File: src/rtl/otter_cu_fsm_intr.sv
// Multicycle OTTER control unit with configurable memory latency and
// prioritised, edge-triggered interrupts with sticky pending bits.
module otter_cu_fsm_intr #(
    parameter int MEM_LATENCY = 1,
    parameter int NUM_INTR    = 4,
    localparam int IDW        = (NUM_INTR > 1) ? $clog2(NUM_INTR) : 1
) (
    input  logic                CLK,
    input  logic                RST,
    input  logic [6:0]          opcode,
    input  logic [2:0]          funct3,
    input  logic [NUM_INTR-1:0] INTR,
    input  logic                MIE,
    input  logic [NUM_INTR-1:0] INTR_MASK,
    output logic                PCWRITE,
    output logic                REGWRITE,
    output logic                memWE2,
    output logic                memRDEN1,
    output logic                memRDEN2,
    output logic                PC_reset,
    output logic                csr_WE,
    output logic                mret_exec,
    output logic                int_taken,
    output logic [IDW-1:0]      INTR_ID
);

    typedef enum logic [2:0] {
        S_INIT, S_FETCH, S_EXEC, S_WB, S_INTR
    } state_t;

    localparam logic [6:0] OP_LOAD   = 7'b0000011;
    localparam logic [6:0] OP_STORE  = 7'b0100011;
    localparam logic [6:0] OP_BRANCH = 7'b1100011;
    localparam logic [6:0] OP_SYS    = 7'b1110011;
    localparam logic [6:0] OP_LUI    = 7'b0110111;
    localparam logic [6:0] OP_AUIPC  = 7'b0010111;
    localparam logic [6:0] OP_JAL    = 7'b1101111;
    localparam logic [6:0] OP_JALR   = 7'b1100111;
    localparam logic [6:0] OP_RTYPE  = 7'b0110011;
    localparam logic [6:0] OP_ITYPE  = 7'b0010011;
    localparam logic [3:0] LAST_CNT  = 4'(MEM_LATENCY - 1);

    state_t                state, state_nxt;
    logic [3:0]            wait_cnt, wait_cnt_nxt;
    logic [NUM_INTR-1:0]   sync1, sync2, sync3;
    logic [NUM_INTR-1:0]   pending, pending_nxt, rise, clr;
    logic [IDW-1:0]        id_nxt;
    logic                  last, is_load, retire, take;

    function automatic logic [IDW-1:0] first_set(input logic [NUM_INTR-1:0] v);
        first_set = '0;
        for (int i = NUM_INTR - 1; i >= 0; i--) begin
            if (v[i]) first_set = IDW'(i);
        end
    endfunction

    assign last    = (wait_cnt == LAST_CNT);
    assign is_load = (opcode == OP_LOAD);
    assign retire  = ((state == S_EXEC) && !is_load) || ((state == S_WB) && last);
    assign take    = MIE & (|(pending & INTR_MASK));
    assign rise    = sync2 & ~sync3;

    // Clearing the serviced bit must not swallow a new edge arriving the same cycle.
    always_comb begin
        clr = '0;
        for (int i = 0; i < NUM_INTR; i++) begin
            clr[i] = (state == S_INTR) && (INTR_ID == IDW'(i));
        end
        pending_nxt = (pending & ~clr) | rise;
        id_nxt      = (retire && take) ? first_set(pending & INTR_MASK) : INTR_ID;
    end

    always_ff @(posedge CLK or negedge RST) begin
        if (!RST) begin
            state    <= S_INIT;
            wait_cnt <= '0;
            sync1    <= '0;
            sync2    <= '0;
            sync3    <= '0;
            pending  <= '0;
            INTR_ID  <= '0;
        end else begin
            state    <= state_nxt;
            wait_cnt <= wait_cnt_nxt;
            sync1    <= INTR;
            sync2    <= sync1;
            sync3    <= sync2;
            pending  <= pending_nxt;
            INTR_ID  <= id_nxt;
        end
    end

    always_comb begin
        state_nxt    = state;
        wait_cnt_nxt = '0;
        case (state)
            S_INIT:  state_nxt = S_FETCH;
            S_FETCH: begin
                if (last) state_nxt = S_EXEC;
                else      wait_cnt_nxt = wait_cnt + 4'd1;
            end
            S_EXEC: begin
                if (is_load)   state_nxt = S_WB;
                else if (take) state_nxt = S_INTR;
                else           state_nxt = S_FETCH;
            end
            S_WB: begin
                if (!last)     wait_cnt_nxt = wait_cnt + 4'd1;
                else if (take) state_nxt = S_INTR;
                else           state_nxt = S_FETCH;
            end
            S_INTR:  state_nxt = S_FETCH;
            default: state_nxt = S_INIT;
        endcase
    end

    always_comb begin
        PCWRITE   = 1'b0;
        REGWRITE  = 1'b0;
        memWE2    = 1'b0;
        memRDEN1  = 1'b0;
        memRDEN2  = 1'b0;
        PC_reset  = 1'b0;
        csr_WE    = 1'b0;
        mret_exec = 1'b0;
        int_taken = 1'b0;
        case (state)
            S_INIT:  PC_reset = 1'b1;
            S_FETCH: memRDEN1 = 1'b1;
            S_EXEC: begin
                case (opcode)
                    OP_LOAD:   memRDEN2 = 1'b1;
                    OP_STORE: begin
                        memWE2  = 1'b1;
                        PCWRITE = 1'b1;
                    end
                    OP_BRANCH: PCWRITE = 1'b1;
                    OP_SYS: begin
                        PCWRITE = 1'b1;
                        if (funct3 == 3'b000) begin
                            mret_exec = 1'b1;
                        end else begin
                            REGWRITE = 1'b1;
                            csr_WE   = 1'b1;
                        end
                    end
                    OP_LUI, OP_AUIPC, OP_JAL, OP_JALR, OP_RTYPE, OP_ITYPE: begin
                        REGWRITE = 1'b1;
                        PCWRITE  = 1'b1;
                    end
                    default:   PCWRITE = 1'b1;
                endcase
            end
            S_WB: begin
                memRDEN2 = 1'b1;
                REGWRITE = last;
                PCWRITE  = last;
            end
            S_INTR: begin
                int_taken = 1'b1;
                PCWRITE   = 1'b1;
            end
            default: ;
        endcase
    end

endmodule

File: config.mk
export PLATFORM = sky130hd
export DESIGN_NAME = otter_cu_fsm_intr
export DESIGN_NICKNAME = d
export VERILOG_FILES = /design/src/rtl/otter_cu_fsm_intr.sv
export SDC_FILE = /design/constraint.sdc
export NUM_CORES = 1
export LEC_CHECK = 0
export CAP_MARGIN = 20
export CORE_MARGIN = 1.5
export CORE_UTILIZATION = 49
export DETAILED_ROUTE_END_ITERATION = 16
export PLACE_DENSITY_LB_ADDON = 0.3
export SLEW_MARGIN = 15
export SYNTH_ARGS = -nofsm -noshare
export SYNTH_HDL_FRONTEND = slang
export SYNTH_SLANG_ARGS = --single-unit
File: constraint.sdc
create_clock -name CLK -period 3.8 [get_ports CLK]
set_clock_uncertainty 0.05 [all_clocks]
set_input_delay 0.76 -clock CLK [delete_from_list [all_inputs] [get_ports CLK]]
set_output_delay 0.76 -clock CLK [all_outputs]
set_load 0.02 [all_outputs]
[Word-level counts from Yosys, hierarchy flattened]
Index checks and enable logic that the tools add are counted.
Operators by class
  reductions and logical operators: 18
  bitwise operators: 7
  add/subtract/negate cells: 1
  mux-type cells: 28
  equal/unequal tests: 18
Operators with widths (number)
  7-bit by 6-bit == test with 1-bit output, second input constant: 3
  7-bit == test, second input constant: 3
  7-bit by 5-bit == test with 1-bit output, second input constant: 2
  1-bit two-way mux: 13
  4-bit AND: 3
  3-bit two-way mux: 4
  3-bit one-hot mux with 4 select lines: 1
  2-bit two-way mux: 4
  4-bit two-way mux: 2
  4-bit NOT: 2
  7-bit by 2-bit == test with 1-bit output, second input constant: 1
  1-bit logical AND: 7
  3-bit by 2-bit == test with 1-bit output, second input constant: 2
  3-bit logical NOT: 2
  1-bit one-hot mux with 2 select lines: 3
  6-bit OR reduction: 1
  4-bit by 1-bit adder with 4-bit output, second input constant: 1
  2-bit == test, second input constant: 2
  4-bit logical NOT: 1
  2-bit inequality test, second input constant: 2
  4-bit OR: 1
  2-bit OR reduction: 2
  4-bit OR reduction: 1
  3-bit by 1-bit == test with 1-bit output, second input constant: 1
  other kinds (8): 8
Word-level totals
  bits in registers: 25
  output and inout bits: 11
  input bits: 21

[Longest topological paths before layout]
Gate-level depths: netlist (run 1).
  depth in word-level cells: 6
  mapped depth: 7
  mapped depth without buffers: 6

[Least setup slack after synthesis (run 1)]
Ideal clock, no wire load.
  kind: input port to output port
  start: input port opcode[3]
  end: output port REGWRITE
  stages: 4
  path slack: 817 ps
  required time: 2990 ps
  arrival time: 2173 ps
  buffers on the path: 0
  path through: or3_2 -> nor4_1 -> nor2b_1 -> o21bai_1
On the way
  cells in the longest elaborated chain, start to end: 4
RTL lines
  from (decl): line 10  | input logic [6:0] opcode,
  7-bit by 6-bit == test with 1-bit output, or another cell as far along: line 131  | case (opcode)
  6-bit OR reduction: line 131
  1-bit one-hot mux with 2 select lines (*): line 131
  1-bit one-hot mux with 2 select lines (*): line 127  | case (state)
  to (decl): line 16  | output logic REGWRITE,
Mark *: on every way between the ends. The rest lies on a longest branch, timed or not.

[Worst setup path in the final report (run 1)]
  start: input port opcode[3]
  end: output port csr_WE
On the way
  cells in the longest elaborated chain, start to end: 3
RTL lines
  7-bit == test: line 131
  1-bit two-way mux: line 131
  1-bit two-way mux: line 127
  to (decl): line 21  | output logic csr_WE,
Every way passes these cells.

==> results.ini, run 1 <==
[grt]
grt-ovfl-total = 0
track_usage = 0.187
number_of_antenna_violations_at_the_first_check_in_global_routing = 0
pin_count_of_the_biggest_net_entering_global_routing = 26
first_global_vias = 873
wire_length_of_the_first_global_routing_pass_mm = 3.56

[route]
dr_total_vias = 853
residual_antenna_violating_net_count_after_detailed_routing = 0
remaining_drc_errors = 0
drt-initial-drc-count = 4
wire_per_inst_um = 12.6
drt-pass1-iter-count = 4
wirelength_mm = 2.06
post_detailed_route_via_to_cell_ratio = 5.20

[die]
core.rowCount = 16
chipHeight_um = 50.4
chipWidth_um = 50.4
initial_core_utilization = 0.538
area_of_the_die_mm2 = 0.00254
io-pin-count = 32
fp.coreArea_mm2 = 0.00204

[clock_tree]
cts_resized = 0
clk_path_buf_depth = 2
tritoncts_sinks = 25
cts_inserted_buffers = 3
clkSlewWorstSetupHoldPaths_ns = 0.12
clock_tree.htree_level_count = 1
cts_root_buf = sky130_fd_sc_hd__clkbuf_4
cts_setup_buffers = 0
cts_tree = built
clkLatencyLatePin_ns = 0.31
post_cts_hold_buffer_count = 0

[cells_and_area]
number_of_inserted_diodes = 0
fillCellCount = 160
final_cell_area_mm2 = 0.00147
drive_gt1_frac = 0.109
post_layout_nonfiller_instances = 164
area.growth.synth_to_final_pct = 34.1
final_nets = 161

[critical_path]
worst_path_most_repeated_cell = sky130_fd_sc_hd__clkdlybuf4s50_1
worst-r2r-setup-slack_ns = 1.78
worst_r2r_path_depth = 4
type_of_the_worst_setup_path = in2out
worst_setup_path_start_kind = input port
critical_path.n_buffers_inverters = 2
critical_path.max_stage_delay_ns = 0.62
timing.critical_path.fanout_max = 3
crit_required_ns = 2.99
critical_path.cell_chain = clkdlybuf4s50_1, or3_2, nor4_2, nor2b_1, clkdlybuf4s50_1
cp_arrival_ns = 2.78
timing.rr.start = state[0]
crit_path_cell_count = 5
cp_endpoint_kind = output pin
r2r_end = INTR_ID[0]
crit_family = buffers and inverters
critPathSlowestCell = sky130_fd_sc_hd__clkdlybuf4s50_1

[sta]
clock_period_minus_worst_slack_ns = 3.59
timing.setup.tns_ns = 0
post-route-worst-setup-slack_ns = 0.214
timing_max_transition_violations_final = 0
max_freq_mhz = 279
period_share = 0.944
tightestPinTransition_ns = 0.505
worst_slew_margin_rel = 0.663
setup_repair_after_global_routing_missed_its_margin = false
finalHoldViolCount = 0
finalSetupViolCount = 0

[placed_design]
dp.cells = 160
dp_hpwl_mm = 1.63
dp_worst_setup_slack_ns = 0.0340
place.port_buffers = 31
routability_congestion_estimate_from_global_placement = 0.760
detailed_place.area_mm2 = 0.00144

[min_path]
hold_class = reg2reg
hold_start = sync1[2]
end_point_of_the_most_critical_hold_path = sync2[2]
hold_depth = 0

[run]
maxCapViolations = 0

[power_and_ir_drop]
vdd.ir_drop.worst_mv = 0.381
power_per_cell_area_mw_per_mm2 = 498
post-layout-total-power_mw = 0.734
power.leakage_nw = 0.665

[synth]
mappedNetlistArea_mm2 = 0.00110
synth_warnings = 0
yosysSeqAreaShare = 0.569
post_synthesis_net_count = 125
seq_cells_post_synth = 25
yosys.cell_types.count = 35
synth_area_per_cell_um2 = 10.8
postSynthCellCount = 102

[outcome]
status = completed

==> worst register-to-register path, stage by stage (launching register included) <==
cell and delay (ns):
sky130_fd_sc_hd__dfrtp_1 0.49, sky130_fd_sc_hd__or4_1 0.55, sky130_fd_sc_hd__or3_4 0.36, sky130_fd_sc_hd__nand4bb_2 0.14, sky130_fd_sc_hd__mux2_2 0.34
==> worst max path at each step <==
stage | from | endpoint | slack (ns)
detailed placement | opcode[3] | memRDEN2 | 0.03
global placement | opcode[3] | memRDEN2 | 0.05
CTS | opcode[3] | memRDEN2 | 0.03
floorplan | opcode[3] | REGWRITE | 0.82
finish | opcode[3] | csr_WE | 0.21
global route | opcode[3] | csr_WE | 0.1
==> kinds of logic after synthesis <==
group           after synthesis  share of synthesized area
simple gates                 42                      0.219
compound gates               19                      0.118
xor+xnor                      2                     0.0159
flops                        25                      0.569
mux                           1                     0.0102
buf+inv                      11                     0.0444
fa+ha+maj                     2                     0.0228
==> report_power, final <==
| part | switching (mW) | total, mW | internal (mW) |
|---|---|---|---|
| Combinational | 0.141 | 0.276 | 0.135 |
| Clock | 0.0722 | 0.111 | 0.0393 |
| Sequential | 0.0444 | 0.347 | 0.302 |
==> sequential cells by signal (all words and copies together), names as in the netlist <==
signal	flops
pending	4
sync1	4
sync2	4
sync3	4
wait_cnt	4
state	3
INTR_ID	2
==> cells in the final DEF (no fill, tap or decap), types with 2 or more instances in the layout <==
master                            count
sky130_fd_sc_hd__nand2_1             12
sky130_fd_sc_hd__inv_1               10
sky130_fd_sc_hd__ha_1                 2
sky130_fd_sc_hd__a211oi_1             2
sky130_fd_sc_hd__clkdlybuf4s50_1     28
sky130_fd_sc_hd__nor2b_1              2
sky130_fd_sc_hd__o31ai_1              2
sky130_fd_sc_hd__nor2_1               6
sky130_fd_sc_hd__a21oi_1              2
sky130_fd_sc_hd__nor3_1               4
sky130_fd_sc_hd__or2b_1               2
sky130_fd_sc_hd__o21ai_0              7
sky130_fd_sc_hd__nand3_1              2
sky130_fd_sc_hd__clkbuf_4             3
sky130_fd_sc_hd__dlymetal6s2s_1       2
sky130_fd_sc_hd__dfrtp_1             25
sky130_fd_sc_hd__a22o_1               2
==> cell type report <==
| cell class | instances | area [um2] | share of cell area |
|---|---|---|---|
| Clock buffer | 3 | 22.5 | 0.0153 |
| Clock inverter | 1 | 5.00 | 0.00340 |
| Inverter | 10 | 37.5 | 0.0255 |
| Multi-Input combinational cell | 66 | 430 | 0.292 |
| Sequential cell | 25 | 626 | 0.425 |
| Tap cell | 27 | 33.8 | 0.0229 |
| Timing Repair Buffer | 32 | 318 | 0.216 |
==> per-layer routing <==
layer	track usage	wire [um]	vias up	share of wire
met2	0.325	1060	18	0.51
li1	-	-	421	-
met1	0.236	921	412	0.45
met4	0.0676	12	0	0.0058
met5	0	0	-	0
met3	0.0298	71	2	0.034
==> per-stage QoR <==
| stage | hold slack, ns | utilization |
|---|---|---|
| 3_5_place_dp | 0.288 | 0.705 |
| 5_1_grt | 0.320 | 0.721 |
| 4_1_cts | 0.317 | 0.718 |
| 2_1_floorplan | 0.281 | - |
| 3_3_place_gp | 0.282 | 0.705 |
| 6_report | 0.315 | 0.721 |
==> synthesized netlist by cell type, drive strengths merged <==
cell      n  share of area
dfrtp    25           0.57
nand2    12          0.041
inv      10          0.034
o21ai     7          0.032
nor2      6          0.020
nor3      4          0.018
a211oi    3          0.025
a21oi     2         0.0091
a22o      2          0.016
ha        2          0.023
nand3     2         0.0091
nor2b     2          0.011
nor4      2          0.011
o31ai     2          0.014
or2       2          0.014
or2b      2          0.014
or3       2          0.017
a2bb2oi   1         0.0080
a32oi     1         0.0080
and2      1         0.0057
buf       1          0.010
mux2      1          0.010
nand2b    1         0.0057
nand3b    1         0.0068
nand4b    1         0.0080
nand4bb   1          0.015
nor3b     1         0.0068
o21bai    1         0.0068
or3b      1         0.0080
or4       1         0.0068
xnor2     1         0.0080
xor2      1         0.0080
Note: power is estimated with default switching activity, not from simulation.
==> run 2, diff against run 1 <==
Settings changed: CELL_PAD_IN_SITES_DETAIL_PLACEMENT from default to 1, CELL_PAD_IN_SITES_GLOBAL_PLACEMENT from default to 2, CORE_UTILIZATION 49 to 30, HOLD_SLACK_MARGIN from default to 0.05.
==> results.ini, run 2 (synthesis gave the netlist of run 1 again) <==
[route]
dr_total_vias = 861  ; +0.94%
drt-pass1-iter-count = 4  ; unchanged
wirelength_mm = 2.50  ; +21%
remaining_drc_errors = 0  ; unchanged
drt-initial-drc-count = 18  ; +14
post_detailed_route_via_to_cell_ratio = 4.70  ; -9.5%
residual_antenna_violating_net_count_after_detailed_routing = 0  ; unchanged
wire_per_inst_um = 13.7  ; +8.6%

[critical_path]
cp_arrival_ns = 2.85  ; +0.07 ns
crit_required_ns = 2.99  ; about the same
critPathSlowestCell = sky130_fd_sc_hd__clkdlybuf4s50_1
worst_setup_path_start_kind = input port
critical_path.cell_chain = clkdlybuf4s50_1, or3_2, nor4_2, nor2b_1, clkdlybuf4s50_1
critical_path.max_stage_delay_ns = 0.63  ; about the same
timing.critical_path.fanout_max = 3  ; unchanged
cp_endpoint_kind = output pin
worst_path_most_repeated_cell = sky130_fd_sc_hd__clkdlybuf4s50_1
type_of_the_worst_setup_path = in2out

[grt]
pin_count_of_the_biggest_net_entering_global_routing = 26  ; unchanged
track_usage = 0.139  ; -0.0483
wire_length_of_the_first_global_routing_pass_mm = 4.46  ; +25%
first_global_vias = 962  ; +10%
grt-ovfl-total = 0  ; unchanged
number_of_antenna_violations_at_the_first_check_in_global_routing = 0  ; unchanged

[cells_and_area]
final_cell_mix = 28 x sky130_fd_sc_hd__clkdlybuf4s50_1, 25 x sky130_fd_sc_hd__dfrtp_1, 12 x sky130_fd_sc_hd__nand2_1
area.sequential_um2 = 626  ; unchanged
drive_gt1_frac = 0.102  ; -0.00730
multi_input_area_um2 = 430  ; unchanged
most_common_cell_after_layout_fill_and_taps_aside = sky130_fd_sc_hd__clkdlybuf4s50_1
area.growth.synth_to_final_pct = 36.1
final_nets = 161  ; unchanged
fillCellCount = 390  ; +140%
number_of_inserted_diodes = 0  ; unchanged
final_core_util = 0.438  ; -0.283

[die]
initial_core_utilization = 0.322  ; -0.216
chipWidth_um = 63.5  ; +26%
io-pin-count = 32  ; unchanged
chipHeight_um = 63.5  ; +26%
fp.coreArea_mm2 = 0.00342  ; +67%
area_of_the_die_mm2 = 0.00403  ; +59%
core.rowCount = 21  ; +5

[power_and_ir_drop]
post-layout-total-power_mw = 0.742  ; +1.1%
power.leakage_nw = 0.663  ; -0.41%
power_per_cell_area_mw_per_mm2 = 496  ; -0.40%
vdd.ir_drop.worst_mv = 0.283  ; -26%

[clock_tree]
cts_root_buf = sky130_fd_sc_hd__clkbuf_4
cts_inserted_buffers = 3  ; unchanged
clkLatencyLatePin_ns = 0.30  ; about the same
cts_resized = 1  ; +1
cts_tree = built
cts_setup_buffers = 0  ; unchanged
clkSlewWorstSetupHoldPaths_ns = 0.12  ; about the same
clock_tree.htree_level_count = 1  ; unchanged
clk_path_buf_depth = 2  ; unchanged
post_cts_hold_buffer_count = 0  ; unchanged
tritoncts_sinks = 25  ; unchanged

[sta]
finalSetupViolCount = 0  ; unchanged
finalHoldViolCount = 0  ; unchanged
hold_ws_ns = 0.314  ; -0.000963 ns
period_share = 0.963  ; +0.0188
timing_max_transition_violations_final = 0  ; unchanged
setup_repair_after_global_routing_missed_its_margin = false
max_freq_mhz = 273  ; -2.0%
tightestPinTransition_ns = 0.538  ; +0.0329 ns
clock_period_minus_worst_slack_ns = 3.66  ; +0.0715 ns
worst_slew_margin_rel = 0.641  ; -0.0219

[outcome]
status = completed

[placed_design]
place.port_buffers = 31  ; unchanged
dp_hpwl_mm = 1.99  ; +22%
routability_congestion_estimate_from_global_placement = 0.708  ; -6.7%

[min_path]
hold_class = reg2reg

[run]
maxCapViolations = 0  ; unchanged

==> run 2: cell types whose count changed in the layout (fill, tap and decap cells not counted) <==
cell	change
sky130_fd_sc_hd__clkbuf_1	+1
sky130_fd_sc_hd__clkinv_2	-1
==> run 2: final cells by class <==
class / instances / area share
Clock buffer: 4 / 0.0176
Sequential cell: 25 / 0.418
Inverter: 10 / 0.0251
Timing Repair Buffer: 32 / 0.213
Multi-Input combinational cell: 66 / 0.288
Tap cell: 46 / 0.0385
==> run 2: metal layers <==
metal	up-vias	track usage	part of all wire
li1	422	-	-
met1	424	0.174	0.46
met2	13	0.245	0.50
met3	2	0.0375	0.032
met4	0	0.0163	0.0048
met5	-	0	0
==> run 2: worst paths after layout <==
kind,from,cells after the start,endpoint,slack [ns]
min in group asynchronous,RST,1,wait_cnt[2],0.37
hold reg to reg,sync1[3],0,sync2[3],0.31
hold / removal,sync1[3],0,sync2[3],0.31
setup / recovery,opcode[3],5,csr_WE,0.14
setup reg to reg,state[0],4,INTR_ID[0],1.75
max in group asynchronous,RST,1,sync2[3],2.97
==> run 2: where the power goes <==
part / internal, mW / switching (mW)
combinational: 0.135 / 0.144
clock: 0.0409 / 0.0709
sequential: 0.302 / 0.0495
==> run 2: metrics by stage <==
stage | setup TNS (ns) | instances | worst slack, ns | area (um2)
after global routing | 0 | 183 | 0.0176 | 1500
after global placement | 0 | 179 | 0.0557 | 1460
after CTS | 0 | 183 | 0.00446 | 1500
after floorplan | 0 | 102 | 0.817 | 1100
after detailed placement | -0.0289 | 179 | -0.0289 | 1460
final | 0 | 183 | 0.142 | 1500
==> run 2: critical path: cells and delay by family <==
family                 cells  cell delay, ns
buffers and inverters      2            1.07
and+or+nand+nor            3            1.02
